## config.mk

```make
export PLATFORM = sky130hd
export DESIGN_NAME = ram64_port_arbiter
export DESIGN_NICKNAME = d
export VERILOG_FILES = /design/src/rtl/ram64_arb_pkg.sv /design/src/rtl/ram64_port_arbiter_rr_pick2.sv /design/src/rtl/ram64_port_arbiter.sv
export SDC_FILE = /design/constraint.sdc
export NUM_CORES = 1
export LEC_CHECK = 0
export CAP_MARGIN = 0
export CORE_MARGIN = 3
export CORE_UTILIZATION = 37
export DETAILED_ROUTE_END_ITERATION = 8
export PLACE_DENSITY_LB_ADDON = 0.15
export SKIP_LAST_GASP = 1
export SYNTH_ARGS = -nofsm -noshare
export SYNTH_HDL_FRONTEND = slang
export SYNTH_SLANG_ARGS = --single-unit
export TNS_END_PERCENT = 30
```

## constraint.sdc

```tcl
create_clock -name CLK -period 2 [get_ports CLK]
set_input_delay 0.3 -clock CLK [delete_from_list [all_inputs] [get_ports CLK]]
set_output_delay 0.3 -clock CLK [all_outputs]
set_load 0.02 [all_outputs]
```

## src/rtl/ram64_arb_pkg.sv

```systemverilog
// Shared constants and state encoding for the RAM_64 two-port arbiter.
package ram64_arb_pkg;

    localparam int RAM_AW = 6;
    localparam int RAM_DW = 16;

    localparam int P0 = 0;
    localparam int P1 = 1;

    typedef enum logic [1:0] {
        ST_IDLE   = 2'b00,
        ST_ACCESS = 2'b01,
        ST_DONE   = 2'b10
    } state_t;

endpackage

```

## src/rtl/ram64_port_arbiter_rr_pick2.sv

```systemverilog
// Combinational two-way picker: single requester wins outright, ties go to
// port 0 under fixed priority, otherwise to the port that did not win last.
module rr_pick2 (
    input  logic [1:0] REQ,
    input  logic       LAST,
    input  logic       FIXED_PRIO,
    output logic [1:0] WIN,
    output logic       VALID
);

    always_comb begin
        WIN = '0;
        unique case (REQ)
            2'b01:   WIN = 2'b01;
            2'b10:   WIN = 2'b10;
            2'b11:   WIN = (FIXED_PRIO || LAST) ? 2'b01 : 2'b10;
            default: WIN = '0;
        endcase
    end

    assign VALID = |REQ;

endmodule

```

## src/rtl/ram64_port_arbiter.sv

```systemverilog
// Arbiter/sequencer sharing the 64x16 single-port RAM between two requesters.
// Every RAM pin, grant, ACK and read-data output is driven from a register.
module ram64_port_arbiter
    import ram64_arb_pkg::*;
#(
    parameter int AW         = RAM_AW,
    parameter int DW         = RAM_DW,
    parameter int FIXED_PRIO = 0
) (
    input  logic          CLK,
    input  logic          RST,
    input  logic          REQ0,
    input  logic          WE0,
    input  logic [AW-1:0] ADDR0,
    input  logic [DW-1:0] WDATA0,
    output logic          ACK0,
    output logic [DW-1:0] RDATA0,
    input  logic          REQ1,
    input  logic          WE1,
    input  logic [AW-1:0] ADDR1,
    input  logic [DW-1:0] WDATA1,
    output logic          ACK1,
    output logic [DW-1:0] RDATA1,
    output logic [1:0]    GNT,
    output logic          RAM_E,
    output logic          RAM_W,
    output logic          RAM_R,
    output logic [AW-1:0] RAM_ADDR,
    output logic [DW-1:0] RAM_D,
    input  logic [DW-1:0] RAM_OUT
);

    state_t        r_state;
    logic          r_last;
    logic [1:0]    r_gnt;
    logic          r_ack0;
    logic          r_ack1;
    logic [DW-1:0] r_rdata0;
    logic [DW-1:0] r_rdata1;
    logic          r_ram_e;
    logic          r_ram_w;
    logic          r_ram_r;
    logic [AW-1:0] r_ram_addr;
    logic [DW-1:0] r_ram_d;

    logic [1:0]    w_win;
    logic          w_valid;
    logic          w_sel;
    logic          w_we;
    logic [AW-1:0] w_addr;
    logic [DW-1:0] w_wdata;

    rr_pick2 u_pick (
        .REQ        ({REQ1, REQ0}),
        .LAST       (r_last),
        .FIXED_PRIO (FIXED_PRIO != 0),
        .WIN        (w_win),
        .VALID      (w_valid)
    );

    assign w_sel   = w_win[P1];
    assign w_we    = w_sel ? WE1    : WE0;
    assign w_addr  = w_sel ? ADDR1  : ADDR0;
    assign w_wdata = w_sel ? WDATA1 : WDATA0;

    always_ff @(posedge CLK or posedge RST) begin
        if (RST) begin
            r_state    <= ST_IDLE;
            r_last     <= 1'b1;
            r_gnt      <= '0;
            r_ack0     <= 1'b0;
            r_ack1     <= 1'b0;
            r_rdata0   <= '0;
            r_rdata1   <= '0;
            r_ram_e    <= 1'b0;
            r_ram_w    <= 1'b0;
            r_ram_r    <= 1'b0;
            r_ram_addr <= '0;
            r_ram_d    <= '0;
        end else begin
            unique case (r_state)
                ST_IDLE: begin
                    if (w_valid) begin
                        r_gnt      <= w_win;
                        r_last     <= w_sel;
                        r_ram_e    <= 1'b1;
                        r_ram_w    <= w_we;
                        r_ram_r    <= ~w_we;
                        r_ram_addr <= w_addr;
                        r_ram_d    <= w_wdata;
                        r_state    <= ST_ACCESS;
                    end
                end
                ST_ACCESS: begin
                    // RAM_OUT is valid for the whole access cycle; capture at its closing edge
                    if (r_gnt[P0] && r_ram_r) r_rdata0 <= RAM_OUT;
                    if (r_gnt[P1] && r_ram_r) r_rdata1 <= RAM_OUT;
                    r_ack0     <= r_gnt[P0];
                    r_ack1     <= r_gnt[P1];
                    r_gnt      <= '0;
                    r_ram_e    <= 1'b0;
                    r_ram_w    <= 1'b0;
                    r_ram_r    <= 1'b0;
                    r_ram_addr <= '0;
                    r_ram_d    <= '0;
                    r_state    <= ST_DONE;
                end
                ST_DONE: begin
                    r_ack0  <= 1'b0;
                    r_ack1  <= 1'b0;
                    r_state <= ST_IDLE;
                end
                default: r_state <= ST_IDLE;
            endcase
        end
    end

    assign GNT      = r_gnt;
    assign ACK0     = r_ack0;
    assign ACK1     = r_ack1;
    assign RDATA0   = r_rdata0;
    assign RDATA1   = r_rdata1;
    assign RAM_E    = r_ram_e;
    assign RAM_W    = r_ram_w;
    assign RAM_R    = r_ram_r;
    assign RAM_ADDR = r_ram_addr;
    assign RAM_D    = r_ram_d;

endmodule

```

* Word-level counts from Yosys, hierarchy flattened *
Index checks and enable logic that the tools add are counted.

storage, ports and cells
  register bits = 64
  input port bits = 66
  memories kept = 0
  bits in read-only memories = 0
  latch bits = 0
  memory bits (writable) = 0

operators by class
  $mul = 0
  bitwise gates (word level) = 1
  add/sub/neg operators = 0
  shifts and indexed selects = 0
  mux-type cells = 21
  div/mod/pow operators = 0
  reduce and logical (&&, ||, !) cells = 10
  equal/unequal tests = 6
  order comparisons = 0

operators by type and width
  kind                number
  $mux 16             2
  $pmux 16 s2         1
  $mux 6              2
  $pmux 6 s2          1
  $pmux 1 s2          5
  $pmux 2 s2          2
  $reduce_and 2->1    4
  $eq 2x2->1 const B  3
  $mux 2              3
  $pmux 2 s3          1
  $eq 2x1->1 const B  2
  $mux 1              4
  $reduce_bool 2->1   2
  $logic_and 1x1->1   2
  $logic_not 2->1     1
  $ne 2x1->1 const B  1
  $reduce_or 2->1     1
  $not 1->1           1

* Longest topological paths before layout *
  depth in word-level cells = 6
  gate-level depth with buffers = 7

* By module *
Synthesis repeated with hierarchy kept, for this count alone.

unflattened totals
  cell total of the unflattened synthesis = 212
  area total of the unflattened synthesis = 2710.1 um^2

modules (own cells, without submodules)
  module              area an instance (um^2)  sequential area each (um^2)  cells each  instances
  ram64_port_arbiter  2681.3                   1602.8                       207         1
  rr_pick2            28.8                     0.0                          5           1

* Worst setup path before layout *
OpenSTA, ideal clock, no wires.

  path kind = reg-to-reg
  start = register r_state[0]
  end = register r_gnt[1], in the netlist GNT[1]
  arrival time = 1.541 ns
  slack = 0.393 ns
  cell stages (with the launch flop) = 7
  library setup time = 0.066 ns
  data required time = 1.934 ns
  period minus slack after synthesis = 1.607 ns
  cells stage by stage = dfrtp_1 inv_1 ha_1 or3b_4 o21ai_2 buf_6 a22o_1

on the way
  cells in the longest elaborated chain, start to end = 3
  elaborated cells on any way between the ends = 6
  classes of those cells = 2 x eq/ne; 1 x mux; 3 x reduce/logical

RTL lines
  element                                                                  line                       text
  start, declared                                                          ram64_port_arbiter.sv:33   state_t r_state;
  start signal, assigned                                                   ram64_port_arbiter.sv:68   r_state <= ST_IDLE;
  start signal, assigned                                                   ram64_port_arbiter.sv:91   r_state <= ST_ACCESS;
  start signal, assigned                                                   ram64_port_arbiter.sv:106  r_state <= ST_DONE;
  $logic_not 2->1 / $eq 2x1->1 (equally long branches)                     ram64_port_arbiter.sv:81   unique case (r_state)
  $ne 2x1->1 (no source line) / $reduce_bool 2->1 (equally long branches)  n/a
  $reduce_and 2->1 (no source line)                                        n/a
  end signal, assigned                                                     ram64_port_arbiter.sv:84   r_gnt <= w_win;
  end, declared                                                            ram64_port_arbiter.sv:35   logic [1:0] r_gnt;

Parallel ways exist; a longest one is shown, timed or not.
A chain may end at the register's enable or synchronous reset.

* Worst setup path after layout *
  start = register r_state[1]
  end = register r_rdata0[10], in the netlist RDATA0[10]

on the way
  cells in the longest elaborated chain, start to end = 2

RTL lines
  element                            line                      text
  $eq 2x1->1                         ram64_port_arbiter.sv:81
  $reduce_and 2->1 (no source line)  n/a
  end signal, assigned               ram64_port_arbiter.sv:73  r_rdata0 <= '0;
  end signal, assigned               ram64_port_arbiter.sv:96  if (r_gnt[P0] && r_ram_r) r_rdata0 <= RAM_OUT;
  end, declared                      ram64_port_arbiter.sv:38  logic [DW-1:0] r_rdata0;

Every way passes these cells.

==> qor.csv <==
metric;value;unit
# DRC;0;
Hold Crit Class;in -> async;
reg-to-reg slack, setup;0.19;ns
top cell type's share of synthesized area;58.3;%
part of the cycle the worst path needs;90.4;%
Initial DRC Count;81;
Hold-fix buffers, CTS;0;
Mapped Cells;189;
first-pass iteration count of the detailed router;4;
Worst Path Required;2.21;ns
leading area contributor after synthesis;dfrtp_1;
worst hold slack;0.341;ns
initial antenna violation count;0;
Worst-Margin Slew;0.477;ns
RSZ-0062 raised after global routing;no;
max-capacitance violation count;0;
Slowest-stage cell, CP;nand3_2;
IO Pins;127;
Slew headroom;68.2;%
flops & latches, synth;64;
Mean Syn Cell Area;14.3;um2
layout cell share with drive strength beyond 1;25.5;%
largest net degree at the start of global routing;65;
dpl hpwl;4900;um
insertion delay to the later sink of the worst-skew pair;0.33;ns
Layout Skew;0.00915;ns
Leak;1.90;nW
CTS tree;built;
pwr dens;1530;nW/um2
vias;2078;
WP buf/inv;1;
Worst path depth;4;
die area;8370;um2
RR Endpoint;RDATA0[10]$_DFFE_PP0P_;
Antenna Cells;0;
DR WL/cell;16.2;um
Initial Util;38.9;%
syn_nets;259;
fin. max-slew vios;0;
Max VDD drop;641;uV
clock root cell;clkbuf_8;
core area;6940;um2
Final GP Congestion;0.748;
# clock sinks;64;
Fmax;553;MHz
gr ovfl total;0;
count of input and output buffers;126;
Mapped Area;2700;um2
CP max FO;16;
Netlist cell types;28;
Crit. End Element;flip-flop;
FF-to-FF Start;r_state[1]$_DFFE_PP0P_;
CP endpoint;RDATA0[10]$_DFFE_PP0P_;
Fin. Hold Viols;0;
CTS resizes;0;
Crit path max-delay family;simple AND/OR/NAND/NOR gates;
Final setup viols;0;
slowest stage delay, CP;0.43;ns
synth warn;0;
Core Rows;30;
Critical Path Start Type;flip-flop;
clk slew on worst S/H paths;0.07;ns
final wirelength;6830;um
setup bufs post-CTS;0;
Die Span Y;91.5;um
fin crit period;1.81;ns
Routed Antenna Nets;0;
vias in the first global route;2179;
first-pass GRT wire length;11100;um
Setup CP Type;reg -> reg;
layout overhead on the synthesized area;59.0;%
Clock Path Buffers;2;
H-Tree Depth;3;
TNS Setup;0;ns
Seq/Total Area, Yosys;59.3;%
post-route setup slack;0.192;ns
number of CTS-inserted buffers;9;
Die X-Extent;91.5;um
pre-CTS WS;0.168;ns
GRT Total Usage;17.0;%
status;finished, final reports clean;
cell-by-cell trace of the critical path;inv_1, ha_1, nand3_2, mux2_2;
ranking of synthesized cells by area;dfrtp_1 58%, mux2_2 13%, a221o_2 7.9%;
Layout Nets;391;
crit path DAT;2.02;ns
Reg2Reg Depth;4;
crit path from;r_state[1]$_DFFE_PP0P_;
vias per inst;4.92;
==> per-layer routing <==
layer / GRT usage (%) / up-vias / wire length [um]
li1: - / 975 / -
met1: 19.6 / 1014 / 2760
met4: 6.66 / 0 / 89
met2: 29.2 / 78 / 3440
met5: 0 / - / 0
met3: 5.55 / 11 / 540
==> report_power, final <==
group	switching, mW	internal (mW)	leakage (nW)
clock network	0.479	0.639	0.101
registers	0.307	1.86	0.789
logic	1.54	1.74	1.01
==> final cells by class <==
| cell class | instances | area [um2] |
|---|---|---|
| fill | 550 | 2640 |
| clock inverter | 5 | 55.1 |
| clock buffer | 11 | 151 |
| sequential | 64 | 1600 |
| tap | 96 | 120 |
| multi-input combinational | 107 | 1000 |
| inverter | 7 | 26.3 |
| timing repair buffer | 132 | 1340 |
==> worst min-delay path, cell delays in order <==
cell	delay, ns
clkdlybuf4s50_1	0.41
inv_2	0.07
buf_12	0.28
==> cell families (layout without fill, tap and decap cells) <==
logic type / count (synthesis) / in the layout / share of synthesized area [%]
buffers and inverters: 18 / 155 / 3.70
multiplexers: 32 / 32 / 13.3
flip-flops: 64 / 64 / 59.3
adder cells (fa/ha/maj): 4 / 4 / 1.85
AND/OR/NAND/NOR: 35 / 35 / 8.89
AO/OA/AOI/OAI: 36 / 36 / 13.0
==> how the worst min path moves through the flow <==
| stage | to | slack, ns | cells past startpoint |
|---|---|---|---|
| 2_1_floorplan | r_last$_DFFE_PP1P_ | 0.37 | 1 |
| 3_3_place_gp | RDATA0[15]$_DFFE_PP0P_ | 0.49 | 1 |
| 3_5_place_dp | RDATA0[6]$_DFFE_PP0P_ | 0.49 | 1 |
| 4_1_cts | RAM_D[6]$_DFFE_PP0P_ | 0.35 | 3 |
| 5_1_grt | RDATA0[9]$_DFFE_PP0P_ | 0.37 | 3 |
| 6_report | RDATA0[9]$_DFFE_PP0P_ | 0.34 | 3 |
==> state kept, by name (all words and copies together), names as in the netlist <==
register,flops
GNT,2
ACK1,1
r_last,1
r_state,2
RDATA0,16
RAM_W,1
RAM_R,1
RAM_ADDR,6
ACK0,1
RAM_E,1
RAM_D,16
RDATA1,16
==> layout by cell type, fill, tap and decap left out, types with 2 or more instances in the layout <==
master / netlist / layout
clkdlybuf4s50_1: 0 / 126
dfrtp_1: 63 / 63
mux2_2: 32 / 32
and3_1: 23 / 23
a221o_2: 19 / 19
clkbuf_8: 0 / 11
inv_1: 7 / 6
nand2_1: 5 / 5
a221o_1: 4 / 4
ha_1: 4 / 4
o22ai_1: 3 / 3
buf_12: 0 / 3
buf_4: 2 / 3
nand3_2: 2 / 2
a22o_1: 2 / 2
o21ai_0: 2 / 2
clkinvlp_4: 0 / 2
clkinv_2: 0 / 2
==> metrics by stage <==
step / power, mW / area [um2] / instances / utilization [%]
after floorplan: 4.00 / 2700 / 189 / -
after global placement: 5.47 / 4090 / 406 / 59.0
after detailed placement: 5.53 / 4090 / 406 / 59.0
after CTS: 6.66 / 4300 / 422 / 61.9
after global routing: 6.97 / 4300 / 422 / 61.9
final: 6.57 / 4300 / 422 / 61.9
==> cell usage after synthesis <==
cell / count
dfrtp_1: 63
mux2_2: 32
and3_1: 23
a221o_2: 19
inv_1: 7
nand2_1: 5
a221o_1: 4
clkbuf_1: 4
ha_1: 4
buf_6: 3
o22ai_1: 3
a22o_1: 2
buf_2: 2
buf_4: 2
nand3_2: 2
o21ai_0: 2
a21boi_2: 1
a21o_2: 1
a21oi_1: 1
a31oi_1: 1
a32o_1: 1
and2b_1: 1
dfstp_2: 1
nand2b_1: 1
nor2b_4: 1
nor3b_4: 1
o21ai_2: 1
or3b_4: 1
No activity file was read; power rests on OpenSTA's default activity.
